`src/rtl/nn_io_pkg.sv`:
```
// Shared constants and types for the NN GPIO switch input path.
package nn_io_pkg;

  localparam int unsigned NN_SW_COUNT         = 6;
  localparam int unsigned NN_SW_VALID_IDX     = 0;
  localparam int unsigned NN_GPIO_SW_BASE     = 32;
  localparam int unsigned NN_DEBOUNCE_DEFAULT = 50000;
  localparam int unsigned NN_PRESS_CNT_W      = 16;

  typedef logic [NN_SW_COUNT-1:0] nn_sw_t;

endpackage : nn_io_pkg

```
`src/rtl/nn_debounce_bit.sv`:
```
// One switch bit: 2-flop synchroniser followed by a restart-on-glitch debounce counter.
module nn_debounce_bit #(
  parameter int unsigned DEBOUNCE_CYCLES = 50000,
  parameter int unsigned CNT_W           = $clog2(DEBOUNCE_CYCLES + 1)
) (
  input  logic clk_i,
  input  logic rst_i,
  input  logic raw_i,
  output logic stable_o
);

  logic             sync1_q;
  logic             sync2_q;
  logic [CNT_W-1:0] cnt_q;
  logic [CNT_W-1:0] cnt_d;
  logic             stable_q;
  logic             stable_d;

  // Count cycles the synchronised level disagrees with the stable level; accept on the last one.
  always_comb begin
    cnt_d    = cnt_q;
    stable_d = stable_q;
    if (sync2_q == stable_q) begin
      cnt_d = '0;
    end else if (cnt_q == CNT_W'(DEBOUNCE_CYCLES - 1)) begin
      stable_d = sync2_q;
      cnt_d    = '0;
    end else begin
      cnt_d = cnt_q + CNT_W'(1);
    end
  end

  // Synchroniser chain, counter and stable level.
  always_ff @(posedge clk_i or posedge rst_i) begin
    if (rst_i) begin
      sync1_q  <= 1'b0;
      sync2_q  <= 1'b0;
      cnt_q    <= '0;
      stable_q <= 1'b0;
    end else begin
      sync1_q  <= raw_i;
      sync2_q  <= sync1_q;
      cnt_q    <= cnt_d;
      stable_q <= stable_d;
    end
  end

  assign stable_o = stable_q;

endmodule : nn_debounce_bit

```
`src/rtl/nn_switch_conditioner.sv`:
```
// Conditions the user switches for the NN core: debounce, in_valid pulse with
// busy gating and a one-deep pending slot, and an accepted-press counter.
module nn_switch_conditioner
  import nn_io_pkg::*;
#(
  parameter int unsigned N_SW            = NN_SW_COUNT,
  parameter int unsigned VALID_IDX       = NN_SW_VALID_IDX,
  parameter int unsigned DEBOUNCE_CYCLES = NN_DEBOUNCE_DEFAULT
) (
  input  logic                      wb_clk_i,
  input  logic                      wb_rst_i,
  input  logic [N_SW-1:0]           sw_raw_i,
  input  logic                      nn_busy_i,
  output logic [N_SW-1:0]           sw_stable_o,
  output logic                      in_valid_pulse_o,
  output logic                      pending_o,
  output logic [NN_PRESS_CNT_W-1:0] press_count_o
);

  localparam int unsigned CNT_W   = $clog2(DEBOUNCE_CYCLES + 1);
  localparam int unsigned PRESS_W = NN_PRESS_CNT_W;

  logic [N_SW-1:0]    stable_w;
  logic               valid_dly_q;
  logic               rise_c;
  logic               pulse_q;
  logic               pulse_d;
  logic               pending_q;
  logic               pending_d;
  logic [PRESS_W-1:0] press_cnt_q;
  logic [PRESS_W-1:0] press_cnt_d;

  for (genvar gi = 0; gi < N_SW; gi++) begin : gen_sw
    nn_debounce_bit #(
      .DEBOUNCE_CYCLES (DEBOUNCE_CYCLES),
      .CNT_W           (CNT_W)
    ) u_debounce (
      .clk_i    (wb_clk_i),
      .rst_i    (wb_rst_i),
      .raw_i    (sw_raw_i[gi]),
      .stable_o (stable_w[gi])
    );
  end

  assign rise_c = stable_w[VALID_IDX] & ~valid_dly_q;

  // Issue decision: drain pending first, then fresh rise, else park it; a third press is dropped.
  always_comb begin
    pulse_d     = 1'b0;
    pending_d   = pending_q;
    press_cnt_d = press_cnt_q;
    if (pending_q && !nn_busy_i) begin
      pulse_d   = 1'b1;
      pending_d = rise_c;
    end else if (rise_c && !nn_busy_i && !pending_q) begin
      pulse_d = 1'b1;
    end else if (rise_c) begin
      pending_d = 1'b1;
    end
    if (rise_c && !(pending_q && nn_busy_i)) begin
      press_cnt_d = press_cnt_q + PRESS_W'(1);
    end
  end

  // Edge-detect delay, pulse, pending slot and press counter.
  always_ff @(posedge wb_clk_i or posedge wb_rst_i) begin
    if (wb_rst_i) begin
      valid_dly_q <= 1'b0;
      pulse_q     <= 1'b0;
      pending_q   <= 1'b0;
      press_cnt_q <= '0;
    end else begin
      valid_dly_q <= stable_w[VALID_IDX];
      pulse_q     <= pulse_d;
      pending_q   <= pending_d;
      press_cnt_q <= press_cnt_d;
    end
  end

  assign sw_stable_o      = stable_w;
  assign in_valid_pulse_o = pulse_q;
  assign pending_o        = pending_q;
  assign press_count_o    = press_cnt_q;

endmodule : nn_switch_conditioner

```
`config.mk`:
```
export PLATFORM = sky130hd
export DESIGN_NAME = nn_switch_conditioner
export DESIGN_NICKNAME = d
export VERILOG_FILES = /design/src/rtl/nn_io_pkg.sv /design/src/rtl/nn_debounce_bit.sv /design/src/rtl/nn_switch_conditioner.sv
export SDC_FILE = /design/constraint.sdc
export NUM_CORES = 1
export LEC_CHECK = 0
export ABC_AREA = 1
export BUFFER_PORTS_ARGS = -buffer_cell sky130_fd_sc_hd__buf_2
export CORE_ASPECT_RATIO = 0.9
export CORE_UTILIZATION = 66
export CTS_CLUSTER_DIAMETER = 60
export DETAILED_ROUTE_END_ITERATION = 10
export PLACE_DENSITY = 0.94
export SYNTH_ARGS = -nofsm -noshare
export SYNTH_HDL_FRONTEND = slang
export SYNTH_SLANG_ARGS = --single-unit
```
`constraint.sdc`:
```
create_clock -name wb_clk_i -period 6.4 [get_ports wb_clk_i]
set_clock_uncertainty 0.1 [all_clocks]
set_input_delay 0.32 -clock wb_clk_i [delete_from_list [all_inputs] [get_ports wb_clk_i]]
set_output_delay 0.32 -clock wb_clk_i [all_outputs]
set_load 0.01 [all_outputs]
```
==> flow_summary.json <==
{
  "synthArstFlopShare": 1.000,
  "r2r_cells": 7,
  "cts_resized": 0,
  "end_kind": "flop",
  "ys_ff_latch": 133,
  "yosysWarnings": 0,
  "synth_top_family_by_area": "simple AND/OR/NAND/NOR gates",
  "wirelength_um": 14730,
  "cpPeakStageDelay_ps": 550,
  "cts_tree": "built",
  "place.gp.congestion": 0.9239,
  "cts_buffers": 17,
  "synth_compound_area_frac": 0.02590,
  "synth.distinct_cells": 29,
  "required_ps": 6610,
  "viasPerCell": 5.402,
  "rr_startpoint": "gen_sw[0].u_debounce.stable_o$_DFFE_PP0P_",
  "drt_iter0_markers": 434,
  "whs_ps": 245.3,
  "period_needed_ps": 1972,
  "p_per_area_nw_per_um2": 252.6,
  "synth_fp_nets": 863,
  "die_y_um": 98.03,
  "h-tree-depth": 4,
  "r2r-end": "press_count_o[13]$_DFFE_PP0P_",
  "min_path_cells": 0,
  "grt_start_max_net_pins": 77,
  "synth.area.mux_share": 0,
  "wire_per_inst_um": 14.18,
  "p_leak_nw": 3.561,
  "area_growth_pct": 14.58,
  "synth-adder-area-share": 0.01295,
  "grt_overflow": 0,
  "place.port_buffers": 32,
  "start_util": 0.6882,
  "layout-drive-gt1-share": 0.1084,
  "die_area_um2": 10660,
  "ios": 33,
  "synthTopCellsByArea": "dfrtp_1 (49%), nand2_1 (11%), nor2_1 (10%), xor2_1 (7.0%), inv_1 (4.9%)",
  "finalPower_mw": 1.957,
  "root_buffer": "clkbuf_16",
  "n_fill_cell": 603,
  "netlist_instances": 847,
  "grt_pass1_wl_um": 25370,
  "fin_crit_sh": 0.3081,
  "fin_tns_setup_ps": 0,
  "crit_path_top_delay_cell": "dlygate4sd3_1",
  "hp-class": "reg -> reg",
  "slew-limit-headroom": 0.5105,
  "path_clk_slew_ps": 60,
  "setup_viol": 0,
  "status": "completed",
  "yosys.area.top_type_share": 0.4921,
  "critPathLaunchType": "input port",
  "dp_cells": 999,
  "grt_setup_unrepaired": "no",
  "ir_drop_mv": 0.3392,
  "synth_xor_area_frac": 0.08677,
  "final_core_util": 0.7885,
  "num_antenna_cells": 0,
  "die_w_um": 108.7,
  "grt_usage": 0.3081,
  "core_area_um2": 9827,
  "fin_cells": 1039,
  "ant_nets": 0,
  "arrival_ps": 2180,
  "critPathMostFrequentCell": "nand2_1",
  "worst_pin_slew_ps": 729.0,
  "cp_num_buf_inv": 3,
  "slew_violations": 0,
  "fp-row-count": 34,
  "clockBufferDepth": 2,
  "hold_viol_final": 0,
  "grt_pass1_vias": 5664,
  "synth.most_common_cell": "nand2_1",
  "yosys.area_share.simple": 0.3234,
  "synthTopCellsByCount": "nand2_1 (197), nor2_1 (189), dfrtp_1 (133)",
  "fmax_ghz": 0.5071,
  "crit_chain": "dlygate4sd3_1 > buf_2 > nand2_1 > inv_1 > nor2_2 > nand3_2 > nor2_4 > nand2_1 > nand2_1 > nand2_1",
  "path_delay_family": "simple AND/OR/NAND/NOR gates",
  "via_count": 5613,
  "synth-edff-count": 0,
  "synth_ff_type": "dfrtp_1",
  "fin_nets": 916,
  "yosysTopAreaCell": "dfrtp_1",
  "r2r_slack_ps": 4600,
  "drc": 0,
  "syn_avg_cell_area_um2": 7.984,
  "cp_max_fo": 11,
  "path_class": "in -> reg",
  "worstSkewPairLatency_ps": 420,
  "dr.pass1.iters": 5,
  "ys_seq_area_frac": 0.4921,
  "drv_cap": 0,
  "cts.sink_count": 133,
  "hpwl_um": 9152,
  "antenna_found_initial": 0,
  "hold_path_startpoint": "gen_sw[4].u_debounce.sync1_q$_DFF_PP0_",
  "hold_end": "gen_sw[4].u_debounce.sync2_q$_DFF_PP0_",
  "synthesis.area_um2": 6763
}
power by group:
part | switching (mW) | internal (mW)
registers | 0.0103 | 0.854
logic | 0.0407 | 0.0171
clock network | 0.363 | 0.672
stage by stage:
stage          worst slack, ps  instance area (um2)
2_1_floorplan             2426                 6763
3_3_place_gp              4637                 7037
3_5_place_dp              4587                 7037
4_1_cts                   4479                 7749
5_1_grt                   4261                 7749
6_report                  4428                 7749
kinds of logic (layout without fill, tap and decap cells):
| kind of cell | Yosys count | count (layout) |
|---|---|---|
| flip-flops | 133 | 133 |
| AND/OR/NAND/NOR | 511 | 511 |
| XOR/XNOR | 67 | 67 |
| buffers and inverters | 98 | 164 |
| AO/OA/AOI/OAI | 31 | 31 |
| adder cells (fa/ha/maj) | 7 | 7 |
registers in the layout (all words and copies together) (netlist names):
register                    cells
valid_dly_q                     1
in_valid_pulse_o                1
gen_sw.u_debounce.sync1_q       6
gen_sw.u_debounce.sync2_q       6
pending_o                       1
gen_sw.u_debounce.cnt_q        96
press_count_o                  16
gen_sw.u_debounce.stable_o      6
cell usage in the layout, fill, tap and decap left out, drive strengths merged, types with 7 or more instances in the layout:
| cell type | instances |
|---|---|
| dfrtp | 133 |
| xnor2 | 13 |
| inv | 93 |
| xor2 | 54 |
| nor3 | 11 |
| clkbuf | 20 |
| o21ai | 13 |
| nand3 | 69 |
| buf | 33 |
| ha | 7 |
| dlygate4sd3 | 8 |
| nand4 | 13 |
| nand2 | 205 |
| nor2 | 205 |
| a21oi | 13 |
worst max path at each step:
stage / from / slack [ps] / endpoint / cells after the start
5_1_grt: wb_rst_i / 4260 / gen_sw[2].u_debounce.cnt_q[14]$_DFF_PP0_ / 4
2_1_floorplan: wb_rst_i / 2430 / gen_sw[0].u_debounce.cnt_q[0]$_DFF_PP0_ / 1
3_3_place_gp: wb_rst_i / 4640 / press_count_o[9]$_DFFE_PP0P_ / 3
4_1_cts: wb_rst_i / 4480 / gen_sw[2].u_debounce.cnt_q[6]$_DFF_PP0_ / 4
6_report: nn_busy_i / 4430 / press_count_o[13]$_DFFE_PP0P_ / 10
3_5_place_dp: wb_rst_i / 4590 / gen_sw[2].u_debounce.cnt_q[1]$_DFF_PP0_ / 3
layout make-up:
cell class	instances	area (um2)	area share
inverter	91	346.6	0.04473
sequential	133	3328	0.4295
timing repair buffer	41	247.7	0.03197
tap	126	157.7	0.02035
multi-input combinational	616	3037	0.3919
clock buffer	20	456.7	0.05894
clock inverter	12	175.2	0.02261
metal layers:
layer  GRT usage  wire length, um  vias up
met4      0.1341              389        0
li1            -                -     2747
met2      0.5015             7358      175
met5           0                0        -
met1      0.3891             6223     2649
met3     0.07877              760       42
repair_timing:
action / 4_1_cts / 5_1_grt
setup buffers: 0 / 0
hold buffers: 8 / 0
hold endpoints to repair: 82 / 0
(Power assumes the default switching activity.)
